--- src/rtl/ram_dma_ctrl_pkg.sv ---
// Shared definitions for the RAM DMA controller: register map, CTRL/STAT bit
// positions and the engine state encoding.
package nano6502_pkg;

  localparam logic [2:0] REG_SRC_L = 3'd0;
  localparam logic [2:0] REG_SRC_H = 3'd1;
  localparam logic [2:0] REG_DST_L = 3'd2;
  localparam logic [2:0] REG_DST_H = 3'd3;
  localparam logic [2:0] REG_LEN_L = 3'd4;
  localparam logic [2:0] REG_LEN_H = 3'd5;
  localparam logic [2:0] REG_FILL  = 3'd6;
  localparam logic [2:0] REG_CTRL  = 3'd7;

  localparam int unsigned CTRL_START    = 0;
  localparam int unsigned CTRL_FILL     = 1;
  localparam int unsigned CTRL_IRQ_EN   = 2;
  localparam int unsigned CTRL_CLR_DONE = 6;
  localparam int unsigned STAT_DONE     = 6;
  localparam int unsigned STAT_BUSY     = 7;

  typedef enum logic [1:0] {
    IDLE = 2'd0,
    RD   = 2'd1,
    WR   = 2'd2
  } dma_state_t;

endpackage

--- src/rtl/ram_dma_ctrl.sv ---
// Bus-master block copy/fill engine for main RAM. Programmed through 8 CPU
// registers; stalls the CPU and owns the RAM port while a transfer runs.
module ram_dma_ctrl
  import nano6502_pkg::*;
#(
  parameter int unsigned ADDR_W = 16,
  parameter int unsigned LEN_W  = 16
) (
  input  logic              clk_i,
  input  logic              rst_i,
  input  logic              R_W_n,
  input  logic [2:0]        reg_addr_i,
  input  logic [7:0]        data_i,
  input  logic              dma_cs,
  output logic [7:0]        data_o,
  output logic              cpu_rdy_o,
  output logic              dma_grant_o,
  output logic [ADDR_W-1:0] dma_addr_o,
  output logic              dma_rwn_o,
  output logic              dma_ram_cs_o,
  output logic [7:0]        dma_wdata_o,
  input  logic [7:0]        ram_data_i,
  output logic              irq_n_o
);

  dma_state_t        r_state;
  dma_state_t        w_state_nxt;
  logic [ADDR_W-1:0] r_src;
  logic [ADDR_W-1:0] r_dst;
  logic [LEN_W-1:0]  r_len;
  logic [7:0]        r_fill;
  logic              r_fill_mode;
  logic              r_irq_en;
  logic              r_done;

  logic              w_busy;
  logic              w_reg_wr;
  logic              w_ctrl_wr;
  logic              w_start;
  logic              w_len_zero;
  logic              w_last;
  logic [15:0]       w_src16;
  logic [15:0]       w_dst16;
  logic [15:0]       w_len16;
  logic [7:0]        w_stat;

  assign w_busy     = (r_state != IDLE);
  // Register writes are only honoured in IDLE, which also makes start-while-busy a no-op.
  assign w_reg_wr   = dma_cs & ~R_W_n & ~w_busy;
  assign w_ctrl_wr  = w_reg_wr & (reg_addr_i == REG_CTRL);
  assign w_start    = w_ctrl_wr & data_i[CTRL_START];
  assign w_len_zero = (r_len == '0);
  assign w_last     = (r_len == LEN_W'(1));

  assign w_src16 = 16'(r_src);
  assign w_dst16 = 16'(r_dst);
  assign w_len16 = 16'(r_len);
  assign w_stat  = {w_busy, r_done, 3'b000, r_irq_en, r_fill_mode, 1'b0};

  always_comb begin
    data_o = '0;
    unique case (reg_addr_i)
      REG_SRC_L: data_o = w_src16[7:0];
      REG_SRC_H: data_o = w_src16[15:8];
      REG_DST_L: data_o = w_dst16[7:0];
      REG_DST_H: data_o = w_dst16[15:8];
      REG_LEN_L: data_o = w_len16[7:0];
      REG_LEN_H: data_o = w_len16[15:8];
      REG_FILL:  data_o = r_fill;
      REG_CTRL:  data_o = w_stat;
      default:   data_o = '0;
    endcase
  end

  always_ff @(posedge clk_i) begin
    if (rst_i) begin
      r_state <= IDLE;
    end else begin
      r_state <= w_state_nxt;
    end
  end

  // The copy/fill decision at start uses the mode bit being written, not the stored one.
  always_comb begin
    w_state_nxt  = r_state;
    dma_addr_o   = '0;
    dma_rwn_o    = 1'b1;
    dma_ram_cs_o = 1'b0;
    dma_wdata_o  = '0;
    unique case (r_state)
      IDLE: begin
        if (w_start && !w_len_zero) begin
          w_state_nxt = data_i[CTRL_FILL] ? WR : RD;
        end
      end
      RD: begin
        dma_addr_o   = r_src;
        dma_rwn_o    = 1'b1;
        dma_ram_cs_o = 1'b1;
        w_state_nxt  = WR;
      end
      WR: begin
        dma_addr_o   = r_dst;
        dma_rwn_o    = 1'b0;
        dma_ram_cs_o = 1'b1;
        dma_wdata_o  = r_fill_mode ? r_fill : ram_data_i;
        if (w_last) begin
          w_state_nxt = IDLE;
        end else begin
          w_state_nxt = r_fill_mode ? WR : RD;
        end
      end
      default: w_state_nxt = IDLE;
    endcase
  end

  always_ff @(posedge clk_i) begin
    if (rst_i) begin
      r_src       <= '0;
      r_dst       <= '0;
      r_len       <= '0;
      r_fill      <= '0;
      r_fill_mode <= 1'b0;
      r_irq_en    <= 1'b0;
      r_done      <= 1'b0;
    end else begin
      if (w_reg_wr) begin
        unique case (reg_addr_i)
          REG_SRC_L: r_src <= {r_src[ADDR_W-1:8], data_i};
          REG_SRC_H: r_src <= {data_i[ADDR_W-9:0], r_src[7:0]};
          REG_DST_L: r_dst <= {r_dst[ADDR_W-1:8], data_i};
          REG_DST_H: r_dst <= {data_i[ADDR_W-9:0], r_dst[7:0]};
          REG_LEN_L: r_len <= {r_len[LEN_W-1:8], data_i};
          REG_LEN_H: r_len <= {data_i[LEN_W-9:0], r_len[7:0]};
          REG_FILL:  r_fill <= data_i;
          REG_CTRL: begin
            r_fill_mode <= data_i[CTRL_FILL];
            r_irq_en    <= data_i[CTRL_IRQ_EN];
            // Clear is evaluated before a zero-length start so the latter wins.
            if (data_i[CTRL_CLR_DONE]) begin
              r_done <= 1'b0;
            end
            if (data_i[CTRL_START] && w_len_zero) begin
              r_done <= 1'b1;
            end
          end
          default: ;
        endcase
      end
      if (r_state == WR) begin
        if (!r_fill_mode) begin
          r_src <= r_src + ADDR_W'(1);
        end
        r_dst <= r_dst + ADDR_W'(1);
        r_len <= r_len - LEN_W'(1);
        if (w_last) begin
          r_done <= 1'b1;
        end
      end
    end
  end

  assign cpu_rdy_o   = ~w_busy;
  assign dma_grant_o = w_busy;
  assign irq_n_o     = ~(r_done & r_irq_en);

endmodule

--- config.mk ---
export PLATFORM = sky130hd
export DESIGN_NAME = ram_dma_ctrl
export DESIGN_NICKNAME = d
export VERILOG_FILES = /design/src/rtl/ram_dma_ctrl_pkg.sv /design/src/rtl/ram_dma_ctrl.sv
export SDC_FILE = /design/constraint.sdc
export NUM_CORES = 1
export LEC_CHECK = 0
export CAP_MARGIN = 20
export CORE_ASPECT_RATIO = 0.9
export CORE_MARGIN = 2
export CORE_UTILIZATION = 45
export CTS_CLUSTER_DIAMETER = 60
export DETAILED_ROUTE_END_ITERATION = 10
export PLACE_DENSITY_LB_ADDON = 0.12
export SLEW_MARGIN = 5
export SYNTH_ARGS = -nofsm -noshare
export SYNTH_HDL_FRONTEND = slang
export SYNTH_SLANG_ARGS = --single-unit
--- constraint.sdc ---
create_clock -name clk_i -period 2.63 [get_ports clk_i]
set_clock_uncertainty 0.15 [all_clocks]
set_input_delay 0.789 -clock clk_i [delete_from_list [all_inputs] [get_ports clk_i]]
set_output_delay 0.789 -clock clk_i [all_outputs]
set_load 0.05 [all_outputs]
; Yosys cells after proc, flatten, opt, wreduce, memory -nomap -nowiden
; Index checks and enable logic that the tools add are counted.
[classes]
n_reduce_logical = 19
add_sub_neg = 3
magnitude_cmp = 0
mul = 0
n_shift = 0
n_bitwise = 8
div = 0
n_eq_ne = 15
n_mux = 27
[ops]
columns = cell, n
row1 = 16-bit case mux with 2 select lines, 4
row2 = 16-bit 2-to-1 mux, 7
row3 = 8-bit case mux with 8 select lines, 1
row4 = "16-bit by 1-bit adder with 16-bit output, second input constant", 2
row5 = "16-bit by 1-bit equality test with 1-bit output, second input constant", 1
row6 = 16-bit zero test, 1
row7 = 8-bit 2-to-1 mux, 2
row8 = "16-bit by 1-bit subtractor with 16-bit output, second input constant", 1
row9 = "3-bit equality test, second input constant", 4
row10 = 3-bit AND reduction, 4
row11 = 2-bit nonzero test, 6
row12 = "2-bit inequality test, second input constant", 5
row13 = 1-bit 2-to-1 mux, 8
row14 = 2-bit 2-to-1 mux, 4
row15 = "3-bit by 2-bit equality test with 1-bit output, second input constant", 2
row16 = 2-bit case mux with 3 select lines, 1
row17 = 1-bit AND, 5
row18 = 2-bit AND reduction, 2
row19 = "3-bit by 1-bit equality test with 1-bit output, second input constant", 1
row20 = 3-bit zero test, 1
row21 = 1-bit NOT, 3
row22 = "2-bit by 1-bit equality test with 1-bit output, second input constant", 1
row23 = "2-bit equality test, second input constant", 1
row24 = 1-bit logical AND, 2
row25 = 3 further kinds, 3
[word_totals]
mem_bits_ro = 0
latch_bits = 0
inputBits = 23
mem_count = 0
elab_cells = 82
ff_bits = 61
ramBits = 0

; Depth between registers and ports, before layout
[logic_depth]
ltp_word = 8
mapped_depth = 9

; Worst setup path before layout
; OpenSTA, ideal clock, no wires.
[synth_timing]
kind = flip-flop to output port
start = register r_state[1]
end = output port dma_addr_o[4]
stages_incl_launch_ff = 7
slack_ns = -0.570
arrival_ns = 2.261
required_ns = 1.691
path_cell_list = dfxtp_1 > inv_1 > ha_1 > clkbuf_1 > clkbuf_1 > nand2_1 > a21boi_0
[synth_via]
elab_chain_cells = 2
[synth_lines]
columns = item, line
row1 = from (decl), ram_dma_ctrl.sv:26  ; dma_state_t r_state;
row2 = from (signal assigned), ram_dma_ctrl.sv:79  ; r_state <= w_state_nxt;
row3 = 2-bit equality test / 2-bit by 1-bit equality test with 1-bit output (equally long branches), ram_dma_ctrl.sv:90  ; unique case (r_state)
row4 = 16-bit case mux with 2 select lines *, ram_dma_ctrl.sv:90
row5 = to (decl), ram_dma_ctrl.sv:18  ; output logic [ADDR_W-1:0] dma_addr_o,
; Every way passes the cells marked *; elsewhere a longest branch is shown, timed or not.

; Worst setup path after layout
[layout_timing]
start = input port reg_addr_i[0]
end = output port data_o[2]
[layout_via]
elab_chain_cells = 2
[layout_lines]
columns = item, line
row1 = from (decl), ram_dma_ctrl.sv:12  ; input logic [2:0] reg_addr_i,
row2 = 3-bit equality test (tied with other cells), ram_dma_ctrl.sv:62  ; unique case (reg_addr_i)
row3 = 8-bit case mux with 8 select lines *, ram_dma_ctrl.sv:62
row4 = to (decl), ram_dma_ctrl.sv:15  ; output logic [7:0] data_o,
; Marks and branches as above.

==> out/metrics.yaml <==
run_status:
  violations: "negative setup slack"
  status: "finished, violations left"
sta:
  max_freq_mhz: 343
  slew_violations: 0
  worst_pin_slew_ns: 0.779
  tns_ns: -2.10
  period_minus_slack_ns: 2.92
  setup_viol: 8
  worst_slack_ns: -0.289
  rsz0062_at_grt: "yes"
  period_share_pct: 111
  max_slew_margin_pct: 48.1
  hold_viol: 0
placement:
  numPortBuffers: 59
  gp_congestion: 0.936
  dp_slack_ns: -0.745
  hpwl_um: 12600
global_routing:
  grt_usage_pct: 34.9
  grt_use_met3_pct: 7.31
  use_met2_pct: 55.1
  grt_remaining_overflow: 0
  grt_pass1_vias: 4904
  globalRouteMet1Util_pct: 45.4
  antenna_found_initial: 0
  grt_pass1_wl_um: 26700
  grt_max_degree: 38
  grt.busiest_layer: "met2"
pwr:
  switching_share_pct: 38.0
  seq_power_share_pct: 27.7
  clkPwrFrac_pct: 26.8
  intPower_mw: 2.61
  power_leakage_nw: 2.40
  vdd_drop_max_mv: 0.404
  p_total_mw: 4.21
  p_per_area_nw_per_um2: 625
  switchingPower_mw: 1.60
  combPwrFrac_pct: 45.5
hold_path:
  hold_path_class: "flop to flop"
floorplan:
  dieArea_um2: 10200
  die_h_um: 96.0
  row_count: 33
  die_w_um: 106
  initial_core_util_pct: 46.4
  design.core.area_um2: 9130
  pin_count: 60
worst_setup_path:
  worst-setup-path-type: "input port to primary output"
  critPathBufInv: 4
  cp_slowest_cell: "a211oi_2"
  cp_top_family: "buffers and inverters"
  crit_chain: "buf_12 > buf_12 > buf_4 > mux2i_1 > a211oi_2 > a21oi_2 > nor2_4 > buf_8"
  worst-path-max-fanout: 10
  cp-start-kind: "input port"
  end_kind: "primary output"
  crit_required_ns: 1.69
  cpPeakStageDelay_ns: 0.26
  crit_top_cell: "buf_12"
  crit_arrival_ns: 1.98
route:
  routedWlPerCell_um: 22.3
  via_per_inst: 6.49
  vias: 5273
  route.detailed.drc: 0
  drt_iter0_markers: 437
  drt_wl_total_um: 18100
  ant_nets: 0
  dr.pass1.iters: 7
clock_tree:
  cts_num_sinks: 61
  cts_made_buffers: 9
  cts.path.max_buffers: 2
  ctsHtreeMaxLevel: 3
  insertion_delay_ns: 0.36
  cts_tree: "built"
  clock-root-buffer: "clkbuf_8"
  holdBufCountCts: 0
  path_clk_slew_ns: 0.07
cells_and_area:
  final_common_cell: "buf_4"
  drive_above_1_share_pct: 34.9
  area_delta_synth_final_pct: 59.0
  final_core_util_pct: 73.8
  diodes: 0
  nets: 718
  fill_cells: 670
  final_cell_mix: "buf_4 (80), dfxtp_1 (58), nand2_1 (52)"
synth:
  ys_types: 63
  syn_area_per_cell_um2: 7.59
  synth_edf_count: 0
  synth-warning-count: 0
  seq_area_frac_synth_pct: 28.8
  ys_ff_latch: 61
  async_reset_ff_share_pct: 0
  synthesis.instances: 558
  syn-num-nets: 590
  syn_area_um2: 4240
  yosys_most_used_dff: "dfxtp_1"
run:
  drv_cap: 0
==> layer usage <==
metal | wire length (µm) | up-vias | share of wire (%)
met5 | 0 | - | 0
met4 | 869 | 0 | 4.8
met3 | 1970 | 69 | 11
met2 | 8000 | 334 | 44
met1 | 7300 | 2510 | 40
li1 | - | 2360 | -
==> worst min-delay path, stage by stage, from the launching register on <==
cell	delay [ns]
dfxtp_1	0.37
nand3_1	0.09
a21oi_1	0.06
==> cell type report <==
| cell class | count | area (µm²) | share of cell area (%) |
|---|---|---|---|
| Clock buffer | 13 | 169 | 2.51 |
| Inverter | 15 | 58.8 | 0.873 |
| Clock inverter | 3 | 90.1 | 1.34 |
| Timing Repair Buffer | 155 | 1810 | 26.8 |
| Sequential cell | 61 | 1230 | 18.2 |
| Multi-Input combinational cell | 444 | 3230 | 47.9 |
| Tap cell | 122 | 153 | 2.27 |
==> synthesized netlist by cell type (5+ instances only) <==
master / number / area, µm²
or3_1: 8 / 50.1
a31oi_1: 13 / 81.3
nand4_1: 11 / 68.8
a22oi_1: 21 / 158
a2111oi_0: 5 / 43.8
a211oi_1: 9 / 67.6
nor3_1: 16 / 80.1
nand3_1: 28 / 140
nand2b_1: 7 / 43.8
a311oi_1: 5 / 43.8
a2bb2oi_1: 9 / 78.8
a221oi_1: 5 / 43.8
ha_1: 9 / 113
clkbuf_1: 30 / 113
nand2_1: 52 / 195
o21ai_0: 15 / 75.1
dfxtp_1: 61 / 1220
nor2_1: 59 / 221
mux2i_1: 26 / 260
o211ai_1: 9 / 67.6
a21oi_1: 48 / 240
inv_1: 15 / 56.3
nor2b_1: 22 / 138
buf_2: 6 / 30.0
nor4_1: 5 / 31.3
==> state kept, by name, summed over array words and instances (netlist names) <==
signal	flops
r_dst	16
r_len	16
r_src	16
r_fill	8
r_state	2
r_done	1
r_fill_mode	1
r_irq_en	1
==> power by group through the flow <==
stage               clock (mW)  sequential (mW)  combinational, mW
CTS                       1.13             1.15               1.74
finish                    1.13             1.17               1.92
global route              1.16             1.17               2.01
detailed placement           0             1.17               1.63
floorplan                    0             1.11               1.04
global placement             0             1.17               1.61
==> path summary, 6_finish.rpt <==
check | start | end | slack (ns) | depth (start not counted)
min reg2reg | r_src[13] | r_src[13] | 0.42 | 2
max | reg_addr_i[0] | data_o[2] | -0.29 | 8
min | r_src[13] | r_src[13] | 0.42 | 2
max reg2reg | r_state[0] | r_dst[15] | 0.24 | 10
==> metrics by stage <==
stage | hold slack (ns) | cell area, µm² | instances
global placement | 0.356 | 5990 | 775
CTS | 0.394 | 6570 | 806
floorplan | 0.314 | 4550 | 558
global route | 0.429 | 6740 | 813
finish | 0.416 | 6740 | 813
detailed placement | 0.373 | 5990 | 775
==> logic make-up after synthesis <==
kind of cell               Yosys count  synth area share, %
and+or+nand+nor                    240                 29.8
muxes                               29                 7.21
AOI/OAI and AO/OA                  166                 26.6
adders and majority gates            9                 2.66
DFF                                 61                 28.8
buffers and inverters               53                 4.87
==> repair_timing <==
action | CTS | global route
buffers inserted | 13 | 7
resized for setup | 55 | 27
setup endpoints to repair | 37 | 26
pin swaps | 8 | 10
cloned | 2 | 1
(Power assumes the default switching activity.)
